===== src/rtl/ir_sweep_gen_if.sv =====
// ir_sweep_gen_if: control/config/result bundle for the IR sweep generator.
//   master : stimulus side (drives start/abort/cfg_*/dec_in, reads results)
//   slave  : ir_sweep_gen (reads controls, drives ir_out/busy/done/aborted/sig/count)
// Optional macro SWEEP_PAUSE_EN adds the 'pause' control signal.
interface ir_sweep_gen_if #(
  parameter int unsigned IR_W  = 18,
  parameter int unsigned DEC_W = 32,
  parameter int unsigned SIG_W = 36,
  parameter int unsigned CNT_W = IR_W + 1
);
  logic             start;
  logic             abort;
  logic [IR_W-1:0]  cfg_start;
  logic [IR_W-1:0]  cfg_end;
  logic [IR_W-1:0]  cfg_step;
  logic [DEC_W-1:0] dec_in;
  logic [IR_W-1:0]  ir_out;
  logic             busy;
  logic             done;
  logic             aborted;
  logic [SIG_W-1:0] sig;
  logic [CNT_W-1:0] count;

`ifdef SWEEP_PAUSE_EN
  logic             pause;

  modport master (
    output start, abort, cfg_start, cfg_end, cfg_step, dec_in, pause,
    input  ir_out, busy, done, aborted, sig, count
  );
  modport slave (
    input  start, abort, cfg_start, cfg_end, cfg_step, dec_in, pause,
    output ir_out, busy, done, aborted, sig, count
  );
`else
  modport master (
    output start, abort, cfg_start, cfg_end, cfg_step, dec_in,
    input  ir_out, busy, done, aborted, sig, count
  );
  modport slave (
    input  start, abort, cfg_start, cfg_end, cfg_step, dec_in,
    output ir_out, busy, done, aborted, sig, count
  );
`endif
endinterface


===== src/rtl/ir_sweep_gen.sv =====
// ir_sweep_gen: steps an IR value from cfg_start to cfg_end (inclusive) by
// cfg_step (0 treated as 1), holding each value SETTLE cycles before
// compacting the decoder flags into a MISR signature and counting samples.
//   clk, reset : clock, synchronous active-high reset
//   bus        : ir_sweep_gen_if.slave
//                in : start, abort, cfg_start, cfg_end, cfg_step, dec_in
//                out: ir_out, busy, done, aborted, sig, count
// Optional macro SWEEP_PAUSE_EN: adds bus.pause, freezing HOLD/SAMPLE progress.
module ir_sweep_gen #(
  parameter int unsigned       IR_W   = 18,
  parameter int unsigned       DEC_W  = 32,
  parameter int unsigned       SIG_W  = 36,
  parameter logic [SIG_W-1:0]  POLY   = 36'o000000000243,
  parameter int unsigned       SETTLE = 1,
  parameter int unsigned       CNT_W  = IR_W + 1
) (
  input  logic            clk,
  input  logic            reset,
  ir_sweep_gen_if.slave   bus
);

  localparam logic [1:0] IDLE   = 2'd0;
  localparam logic [1:0] HOLD   = 2'd1;
  localparam logic [1:0] SAMPLE = 2'd2;
  localparam logic [1:0] FINISH = 2'd3;

  localparam int unsigned    HW       = (SETTLE > 1) ? $clog2(SETTLE + 1) : 1;
  localparam logic [HW-1:0]  SETTLE_L = HW'(SETTLE);
  // With no settle time a point goes straight to its sample cycle.
  localparam logic [1:0]     PT_ENTRY = (SETTLE == 0) ? SAMPLE : HOLD;

  logic [1:0]       state;
  logic [IR_W-1:0]  ir_q;
  logic [IR_W-1:0]  end_q;
  logic [IR_W-1:0]  step_q;
  logic [HW-1:0]    hold_q;
  logic             busy_q;
  logic             done_q;
  logic             aborted_q;
  logic [SIG_W-1:0] sig_q;
  logic [CNT_W-1:0] cnt_q;

  logic [IR_W:0]    nxt;
  logic             last_pt;
  logic [SIG_W-1:0] misr_nxt;
  logic             run_en;

`ifdef SWEEP_PAUSE_EN
  assign run_en = ~bus.pause;
`else
  assign run_en = 1'b1;
`endif

  always_comb begin
    // Extra carry bit catches wrap past the top of the IR range.
    nxt      = {1'b0, ir_q} + {1'b0, step_q};
    last_pt  = nxt[IR_W] || (nxt[IR_W-1:0] > end_q);
    misr_nxt = {sig_q[SIG_W-2:0], 1'b0}
             ^ (sig_q[SIG_W-1] ? POLY : '0)
             ^ SIG_W'(bus.dec_in);
  end

  always_ff @(posedge clk) begin
    if (reset) begin
      state     <= IDLE;
      ir_q      <= '0;
      end_q     <= '0;
      step_q    <= '0;
      hold_q    <= '0;
      busy_q    <= 1'b0;
      done_q    <= 1'b0;
      aborted_q <= 1'b0;
      sig_q     <= '0;
      cnt_q     <= '0;
    end else begin
      done_q    <= 1'b0;
      aborted_q <= 1'b0;
      // busy is high only in HOLD/SAMPLE; abort there pre-empts any sample.
      if (busy_q && bus.abort) begin
        state     <= IDLE;
        busy_q    <= 1'b0;
        aborted_q <= 1'b1;
      end else begin
        case (state)
          IDLE: begin
            if (bus.start && !bus.abort) begin
              ir_q   <= bus.cfg_start;
              end_q  <= bus.cfg_end;
              step_q <= (bus.cfg_step == '0) ? IR_W'(1) : bus.cfg_step;
              busy_q <= 1'b1;
              sig_q  <= '0;
              cnt_q  <= '0;
              hold_q <= SETTLE_L;
              state  <= PT_ENTRY;
            end
          end
          HOLD: begin
            if (run_en) begin
              hold_q <= hold_q - 1'b1;
              if (hold_q <= HW'(1)) state <= SAMPLE;
            end
          end
          SAMPLE: begin
            if (run_en) begin
              sig_q <= misr_nxt;
              if (cnt_q != '1) cnt_q <= cnt_q + 1'b1;
              if (last_pt) begin
                state  <= FINISH;
                busy_q <= 1'b0;
                done_q <= 1'b1;
              end else begin
                ir_q   <= nxt[IR_W-1:0];
                hold_q <= SETTLE_L;
                state  <= PT_ENTRY;
              end
            end
          end
          FINISH:  state <= IDLE;
          default: state <= IDLE;
        endcase
      end
    end
  end

  assign bus.ir_out  = ir_q;
  assign bus.busy    = busy_q;
  assign bus.done    = done_q;
  assign bus.aborted = aborted_q;
  assign bus.sig     = sig_q;
  assign bus.count   = cnt_q;

endmodule


===== src/flat_wrapper.sv =====
// flat-port wrapper written by rule: the top's interface ports become plain ports
module ir_sweep_gen_flat 
#(
  parameter int unsigned       IR_W   = 18,
  parameter int unsigned       DEC_W  = 32,
  parameter int unsigned       SIG_W  = 36,
  parameter logic [SIG_W-1:0]  POLY   = 36'o000000000243,
  parameter int unsigned       SETTLE = 1,
  parameter int unsigned       CNT_W  = IR_W + 1
)
  (clk, reset, bus_start, bus_abort, bus_cfg_start, bus_cfg_end, bus_cfg_step, bus_dec_in, bus_ir_out, bus_busy, bus_done, bus_aborted, bus_sig, bus_count);
  ir_sweep_gen_if #(.IR_W(IR_W), .DEC_W(DEC_W), .SIG_W(SIG_W), .CNT_W(CNT_W)) bus_i ();
  input  logic clk;
  input  logic reset;
  input wire logic [$bits(bus_i.start)-1:0] bus_start;
  input wire logic [$bits(bus_i.abort)-1:0] bus_abort;
  input wire logic [$bits(bus_i.cfg_start)-1:0] bus_cfg_start;
  input wire logic [$bits(bus_i.cfg_end)-1:0] bus_cfg_end;
  input wire logic [$bits(bus_i.cfg_step)-1:0] bus_cfg_step;
  input wire logic [$bits(bus_i.dec_in)-1:0] bus_dec_in;
  output wire logic [$bits(bus_i.ir_out)-1:0] bus_ir_out;
  output wire logic [$bits(bus_i.busy)-1:0] bus_busy;
  output wire logic [$bits(bus_i.done)-1:0] bus_done;
  output wire logic [$bits(bus_i.aborted)-1:0] bus_aborted;
  output wire logic [$bits(bus_i.sig)-1:0] bus_sig;
  output wire logic [$bits(bus_i.count)-1:0] bus_count;
  assign bus_i.start = bus_start;
  assign bus_i.abort = bus_abort;
  assign bus_i.cfg_start = bus_cfg_start;
  assign bus_i.cfg_end = bus_cfg_end;
  assign bus_i.cfg_step = bus_cfg_step;
  assign bus_i.dec_in = bus_dec_in;
  assign bus_ir_out = bus_i.ir_out;
  assign bus_busy = bus_i.busy;
  assign bus_done = bus_i.done;
  assign bus_aborted = bus_i.aborted;
  assign bus_sig = bus_i.sig;
  assign bus_count = bus_i.count;
  ir_sweep_gen #(.IR_W(IR_W), .DEC_W(DEC_W), .SIG_W(SIG_W), .POLY(POLY), .SETTLE(SETTLE), .CNT_W(CNT_W)) u_core (.clk(clk), .reset(reset), .bus(bus_i));
endmodule

===== config.mk =====
export PLATFORM = sky130hd
export DESIGN_NAME = ir_sweep_gen_flat
export DESIGN_NICKNAME = d
export VERILOG_FILES = /design/src/rtl/ir_sweep_gen_if.sv /design/src/rtl/ir_sweep_gen.sv /design/src/flat_wrapper.sv
export SDC_FILE = /design/constraint.sdc
export NUM_CORES = 1
export LEC_CHECK = 0
export ABC_AREA = 1
export BUFFER_PORTS_ARGS = -buffer_cell sky130_fd_sc_hd__buf_2
export CORE_ASPECT_RATIO = 1.5
export CORE_UTILIZATION = 35
export DETAILED_ROUTE_END_ITERATION = 6
export MAX_ROUTING_LAYER = met4
export SKIP_CTS_REPAIR_TIMING = 1
export SLEW_MARGIN = 40
export SYNTH_ARGS = -nofsm -noshare
export SYNTH_HDL_FRONTEND = slang
export SYNTH_SLANG_ARGS = --single-unit

===== constraint.sdc =====
create_clock -name clk -period 9.6 [get_ports clk]
set_input_delay 0.96 -clock clk [delete_from_list [all_inputs] [get_ports clk]]
set_output_delay 0.96 -clock clk [all_outputs]
set_load 0.01 [all_outputs]

==> results of run 1 <==
## through the flow
step | instance area (sq um) | hold WS, ps | setup WS (ps)
2_1_floorplan | 6790 | 435 | 6500
3_3_place_gp | 7780 | 450 | 5810
3_5_place_dp | 7780 | 455 | 5700
4_1_cts | 8410 | 463 | 5680
5_1_grt | 8410 | 472 | 5220
6_report | 8420 | 460 | 5670
## tightest hold or removal path, delay by kind of cell, from the launching register on
kind	cells	cell delay [ps]
AO/OA/AOI/OAI	1	60
buffers and inverters	1	60
flip-flops	1	300
## routing by layer
layer,routed length (um),vias up
met5,0,-
met4,679,0
met3,906,34
met2,11000,168
met1,8680,3155
li1,-,3628
## final cells by class
class	instances	area [sq um]	share of cell area [%]
well taps	256	320	3.81
clock buffers	17	425	5.06
multi-input cells	752	3930	46.7
repair buffers	172	882	10.5
flip-flops and latches	114	2280	27.1
diodes	2	5.00	0.0595
clock inverters	15	196	2.33
inverters	99	372	4.42
## worst max path at each step
stage,from,endpoint,cells past startpoint,slack [ps]
2_1_floorplan,u_core.bus.ir_out[0],u_core.bus.ir_out[10],22,6500
3_3_place_gp,u_core.bus.ir_out[0],u_core.bus.ir_out[1],23,5810
3_5_place_dp,u_core.bus.ir_out[0],u_core.bus.ir_out[0],23,5700
4_1_cts,u_core.bus.ir_out[0],u_core.bus.ir_out[0],22,5680
5_1_grt,u_core.bus.ir_out[0],u_core.bus.ir_out[16],23,5220
6_report,u_core.bus.ir_out[0],u_core.bus.ir_out[0],23,5670
## power breakdown
part	total, mW	leakage [nW]	internal, mW	switching [mW]
Combinational	0.435	2.76	0.153	0.283
Sequential	0.540	0.928	0.509	0.0310
Clock	0.680	0.302	0.417	0.263
## cells by family (layout without fill, tap and decap cells)
logic type / count (synthesis) / count (layout) / share of synthesized area, %
flops: 114 / 114 / 33.6
buf+inv: 143 / 303 / 8.52
mux: 3 / 3 / 0.443
other cells: 0 / 2 / 0
xor+xnor: 26 / 26 / 3.36
fa+ha+maj: 38 / 38 / 7.12
compound gates: 214 / 214 / 17.1
simple gates: 471 / 471 / 29.8
## placed cells by master (no fill, tap or decap), types with 17 or more instances in the layout
cell and n:
a21oi_1 153, buf_2 165, clkbuf_16 17, dfxtp_1 114
ha_1 37, inv_1 95, nand2_1 260, nand3_1 72
nor2_1 91, o211ai_1 29, o21ai_0 24, xor2_1 19
## state kept, by name, summed over array words and instances (netlist names), 2 cells and up
register,cells
u_core.state,2
u_core.bus.ir_out,18
u_core.bus.count,19
u_core.step_q,18
u_core.bus.sig,36
u_core.end_q,18
==> results.yml, run 1 <==
sta:
  fin_crit_sh_pct: 40.9
  tightest_slew_ps: 658
  hold_viol: 0
  max_freq_ghz: 0.255
  period_needed_ps: 3930
  fin_setup_tns_ps: 0
  rsz0062_at_grt: "false"
  skew_ps: 11.0
  setup_violations: 0
  slew-limit-headroom_pct: 56.0
  final-max-slew-violation-count: 0
worst_setup_path:
  worstPathCellList: "ha_1 -> fa_1 -> nand3_1 -> nand3_1 -> a21oi_1 -> nand3b_1 -> nand3_1 -> nand2_1 -> inv_1 -> ha_1 -> nand2_1 -> nor2_1 -> nand2_1 -> nor2_1 -> o21ai_0 -> nand3_1 -> nand2_1 -> nand2_1 -> nand2_2 -> nand2_1 -> nand2_1 -> nand2_1 -> nor2_1"
  r2r_slack_ps: 5670
  r2r-end: "u_core.bus.ir_out[0]"
  arrival_ps: 4240
  cpMostUsedCell: "nand2_1"
  rr_startpoint: "u_core.bus.ir_out[0]"
  critPathRequiredTime_ps: 9910
  startpoint_type: "flop"
  path_class: "reg2reg"
  crit_buf_inv: 1
  end_kind: "flop"
  crit_slowest_cell: "fa_1"
  reg2regPathDepth: 23
  crit_family: "simple AND/OR/NAND/NOR gates"
  cp_max_fo: 33
  slowest_delay_ps: 440
hold_path:
  min-delay-path-class: "reg2reg"
  hp-start: "u_core.end_q[9]"
  whs_path_depth: 2
  whs_endpoint: "u_core.end_q[9]"
global_routing:
  antenna_found_initial: 1
  grt_pass1_wl_um: 33300
  grt_max_degree: 76
  use_met3_pct: 4.63
  grtUsageMet1_pct: 24.0
  grt-busiest-layer: "met2"
  grtUsageMet2_pct: 38.8
  grt_overflow: 0
  track_usage_pct: 22.3
  grt_pass1_vias: 6662
detailed_routing:
  drcViolationCount: 0
  totalWireLength_um: 21200
  first_iter_violations: 361
  detail-route-antenna-nets: 0
  wl_per_cell_um: 14.9
  first_pass_iters: 4
  vias: 6985
  avgViaCountPerCell: 4.89
cts:
  insertion_delay_ps: 430
  cts.sinks: 114
  cts_buffers: 17
  cts_max_level: 4
  clk_path_buf_depth: 2
  cts-root-buf: "clkbuf_16"
  cts_tree: "built"
  path_clk_slew_ps: 60
pwr:
  pwr_density_cell_nw_per_um2: 197
  power_mw: 1.66
  p_leak_nw: 3.99
  ir_worst_vdd_uv: 81.8
die:
  core_sq_um: 19100
  die_y_um: 173
  fp-row-count: 62
  die_area_sq_um: 20000
  die_w_um: 116
  initial_utilization_pct: 35.6
  boundaryPins: 166
synth:
  netlist.area_leader.share_pct: 33.6
  synth_cell_type_count: 39
  synth_common_cells: "nand2_1, a21oi_1, dfxtp_1"
  synth.avg_cell_area_sq_um: 6.72
  synth_edf_count: 0
  synthArstFlopShare_pct: 0
  yosysSeqAreaShare_pct: 33.6
  synth_seq_cells: 114
  synth_warnings: 0
  synth_cells: 1009
  synth.cell_area_sq_um: 6790
  yosys-top-cells-area: "dfxtp_1, nand2_1, a21oi_1"
  yosysMostFrequentCell: "nand2_1"
  synth_nets: 1137
  yosysTopAreaCell: "dfxtp_1"
  synth-main-ff-cell: "dfxtp_1"
placement:
  io_buffers: 165
  dp.cells: 1393
  detailed_place_hpwl_um: 15600
  gp_congestion: 0.958
final_layout:
  nets: 1284
  fillers: 2080
  syn_to_final_growth_pct: 24.0
  fin_util_pct: 44.1
  stdcell_count: 1427
  drive_gt1_share_pct: 18.8
job:
  maxCapViolCount: 0
run_status:
  outcome: "finished, final reports clean"
(Power assumes the default switching activity.)
==> inputs of run 2 (changes only) <==
==> constraint.sdc (replaced) <==
create_clock -name clk -period 3.8 [get_ports clk]
set_input_delay 0.38 -clock clk [delete_from_list [all_inputs] [get_ports clk]]
set_output_delay 0.38 -clock clk [all_outputs]
set_load 0.01 [all_outputs]
==> results.yml, run 2 (same netlist as run 1, synthesis figures left out) <==
detailed_routing:
  first_iter_violations: 301
  detail-route-antenna-nets: 0
  drcViolationCount: 0
  wl_per_cell_um: 14.7
  totalWireLength_um: 21000
  vias: 7005
  avgViaCountPerCell: 4.90
  first_pass_iters: 5
hold_path:
  min-delay-path-class: "in2reg"
  whs_path_depth: 3
  whs_endpoint: "u_core.bus.aborted"
  hp-start: "bus_abort"
worst_setup_path:
  path_class: "reg2reg"
  reg2regPathDepth: 23
  end_kind: "flop"
  arrival_ps: 3740
  r2r_slack_ps: 380
  r2r-end: "u_core.bus.ir_out[15]"
  critPathRequiredTime_ps: 4120
  cp_max_fo: 7
  startpoint_type: "flop"
  rr_startpoint: "u_core.bus.ir_out[0]"
global_routing:
  grt_pass1_wl_um: 33200
  grt_max_degree: 57
  grt_overflow: 0
  track_usage_pct: 22.3
  grt_pass1_vias: 6764
  antenna_found_initial: 3
final_layout:
  multi_input_area_sq_um: 3940
  final_common_cell: "nand2_1"
  largest_register_ffs: 36
  fillers: 2085
  drive_gt1_share_pct: 19.1
  final-seq-area_sq_um: 2280
  nets: 1287
  syn_to_final_growth_pct: 24.0
  layout_common_cells: "nand2_1, buf_2, a21oi_1"
sta:
  final-max-slew-violation-count: 0
  period_needed_ps: 3420
  slew-limit-headroom_pct: 52.1
  rsz0062_at_grt: "false"
  skew_ps: 11.2
  setup_violations: 0
  hold_viol: 0
  fin_setup_tns_ps: 0
  fin_crit_sh_pct: 90.1
  max_freq_ghz: 0.292
  tightest_slew_ps: 717
die:
  initial_utilization_pct: 35.6
  fp-row-count: 62
  die_y_um: 173
  boundaryPins: 166
  die_area_sq_um: 20000
  core_sq_um: 19100
  die_w_um: 116
cts:
  cts_buffers: 17
  insertion_delay_ps: 430
  cts_max_level: 4
  cts-root-buf: "clkbuf_16"
  path_clk_slew_ps: 60
  cts_tree: "built"
  clk_path_buf_depth: 2
  cts.sinks: 114
pwr:
  pwr_density_cell_nw_per_um2: 488
  ir_worst_vdd_uv: 278
  p_leak_nw: 3.99
  power_mw: 4.11
placement:
  detailed_place_hpwl_um: 15600
  io_buffers: 165
  gp_congestion: 0.918
run_status:
  outcome: "finished, final reports clean"
job:
  maxCapViolCount: 0
-- run 2: per-stage QoR --
step	hold slack (ps)	utilization, %	instances	instance area, sq um	setup WS (ps)
final	227	44.1	1431	8410	377
after global routing	236	44.1	1431	8410	19.6
after CTS	215	44.0	1428	8400	316
after detailed placement	453	40.9	1396	7810	339
after global placement	449	40.9	1396	7800	482
after floorplan	435	-	1009	6790	702
-- run 2: critical path: stages, from the launching register on --
cell and delay (ps):
dfxtp_1 330, ha_1 240, fa_1 430, nand3_1 90, nand3_1 180, nand2_1 110
nand2_1 120, nand2_1 110, nand3b_1 90, and2_1 170, ha_1 260, nand2_1 40
nor2_1 110, nand2_1 100, nor2_1 140, o21ai_0 100, nand3_1 90, nand2_1 50
nand2_1 60, nand2_2 60, nand2_1 220, nand2_1 90, nand2_1 70, nor2_1 40
-- run 2: per-layer routing --
layer / routed length (um) / GRT usage (%) / vias to the layer above
met4: 699 / 9.62 / 0
met2: 11100 / 39.9 / 168
met5: 0 / - / -
met3: 917 / 5.57 / 43
met1: 8310 / 22.4 / 3165
li1: - / - / 3629
-- run 2: worst max-delay path by stage --
stage	cells past startpoint	start	endpoint
global route	23	u_core.bus.ir_out[0]	u_core.bus.ir_out[11]
detailed placement	23	u_core.bus.ir_out[0]	u_core.bus.ir_out[15]
global placement	22	u_core.bus.ir_out[0]	u_core.bus.ir_out[12]
floorplan	22	u_core.bus.ir_out[0]	u_core.bus.ir_out[10]
finish	23	u_core.bus.ir_out[0]	u_core.bus.ir_out[15]
CTS	23	u_core.bus.ir_out[0]	u_core.bus.ir_out[15]
-- run 2: layout make-up --
cell class / count / share of cell area [%]
timing repair buffer: 175 / 10.7
sequential: 114 / 27.1
inverter: 99 / 4.43
multi-input combinational: 752 / 46.8
clock buffer: 17 / 5.06
clock inverter: 15 / 2.01
antenna: 3 / 0.0892
tap: 256 / 3.81
-- run 2: power by group --
group	leakage, nW	switching (mW)	internal, mW
Combinational	2.78	0.710	0.391
Clock	0.291	0.655	0.984
Sequential	0.928	0.0786	1.29
==> inputs of run 3 (changes only) <==
--- a/config.mk
+++ b/config.mk
@@ -10,7 +10,6 @@
 export CORE_ASPECT_RATIO = 1.5
 export CORE_UTILIZATION = 35
 export DETAILED_ROUTE_END_ITERATION = 6
-export MAX_ROUTING_LAYER = met4
 export SKIP_CTS_REPAIR_TIMING = 1
 export SLEW_MARGIN = 40
 export SYNTH_ARGS = -nofsm -noshare
==> results.yml, run 3 (same netlist as run 1, synthesis figures left out) <==
cts:
  cts_tree: "built"
  clk_path_buf_depth: 2
  cts_buffers: 17
  cts_max_level: 4
  cts.sinks: 114
  path_clk_slew_ps: 60
  cts-root-buf: "clkbuf_16"
  insertion_delay_ps: 420
sta:
  max_freq_ghz: 0.299
  slew-limit-headroom_pct: 53.9
  fin_setup_tns_ps: 0
  period_needed_ps: 3340
  hold_viol: 0
  tightest_slew_ps: 690
  final-max-slew-violation-count: 0
  rsz0062_at_grt: "false"
  holdWs_ps: 220
  setup_violations: 0
  worst_slack_ps: 461
  fin_crit_sh_pct: 87.9
  skew_ps: 8.94
pwr:
  power_mw: 3.99
  p_leak_nw: 3.97
  ir_worst_vdd_uv: 257
  pwr_density_cell_nw_per_um2: 476
global_routing:
  grt_overflow: 0
  grt_pass1_wl_um: 33400
  grt_pass1_vias: 6737
  antenna_found_initial: 1
  grt_max_degree: 57
  track_usage_pct: 21.8
final_layout:
  stdcell_count: 1428
  syn_to_final_growth_pct: 23.5
  fin_util_pct: 43.9
  final_area_sq_um: 8380
  largest_register_ffs: 36
  layout_common_cells: "nand2_1, buf_2, a21oi_1"
  final_common_cell: "nand2_1"
  drive_gt1_share_pct: 19.3
  nets: 1287
  num_antenna_cells: 0
die:
  initial_utilization_pct: 35.6
  boundaryPins: 166
  core_sq_um: 19100
  die_y_um: 173
  fp-row-count: 62
  die_area_sq_um: 20000
  die_w_um: 116
placement:
  io_buffers: 165
  gp_congestion: 0.889
  preCtsSetupSlack_ps: 337
  dp.cells: 1396
  place_area_sq_um: 7810
  detailed_place_hpwl_um: 15500
detailed_routing:
  vias: 7073
  first_pass_iters: 4
  wl_per_cell_um: 14.7
  totalWireLength_um: 21000
  first_iter_violations: 308
  drcViolationCount: 0
  detail-route-antenna-nets: 0
  avgViaCountPerCell: 4.95
run_status:
  outcome: "finished, final reports clean"
worst_setup_path:
  end_kind: "flop"
  worstPathCellList: "ha_1 -> fa_2 -> nand3_1 -> nand3_2 -> nand2_1 -> nand2_1 -> nand2_1 -> nand3b_1 -> and2_1 -> ha_1 -> nand2_1 -> nor2_1 -> nand2_1 -> nor2_1 -> o21ai_0 -> nand3_1 -> nand2_1 -> nand2_1 -> nand2_2 -> buf_4 -> nand3_1 -> nand2_1 -> nor2_1"
  cpMostUsedCell: "nand2_1"
  critPathRequiredTime_ps: 4160
  crit_slowest_cell: "fa_2"
  cp_max_fo: 16
  path_class: "reg2reg"
  arrival_ps: 3700
  slowest_delay_ps: 380
  startpoint_type: "flop"
hold_path:
  min-delay-path-class: "in2reg"
job:
  maxCapViolCount: 0
run 3: final cells by class:
cell class	instances	area [sq um]
Inverter	99	373
Tap cell	256	320
Fill cell	2097	10700
Clock buffer	17	425
Sequential cell	114	2280
Clock inverter	15	136
Timing Repair Buffer	175	901
Multi-Input combinational cell	752	3940
run 3: critical path, delay by kind of cell, from the launching register on:
| family | cells | cell delay, ps |
|---|---|---|
| compound gates | 1 | 100 |
| fa+ha+maj | 3 | 890 |
| buf+inv | 1 | 210 |
| flops | 1 | 320 |
| simple gates | 18 | 1730 |
run 3: metal layers:
layer	wire length [um]	global-route usage, %
met1	8320	22.7
met2	11100	40.1
met3	923	4.98
met4	709	10.4
met5	8	0
run 3: power breakdown:
part	switching (mW)	internal [mW]
registers	0.0775	1.29
clock network	0.622	0.902
logic	0.707	0.391
total	1.41	2.58
run 3: path summary, 6_finish.rpt:
| check | start | to | slack (ps) | cells after the start |
|---|---|---|---|---|
| max | u_core.bus.ir_out[0] | u_core.bus.ir_out[10] | 460 | 23 |
| min | bus_abort | u_core.bus.aborted | 220 | 3 |
| max reg2reg | u_core.bus.ir_out[0] | u_core.bus.ir_out[10] | 460 | 23 |
| min reg2reg | u_core.end_q[5] | u_core.end_q[5] | 460 | 2 |
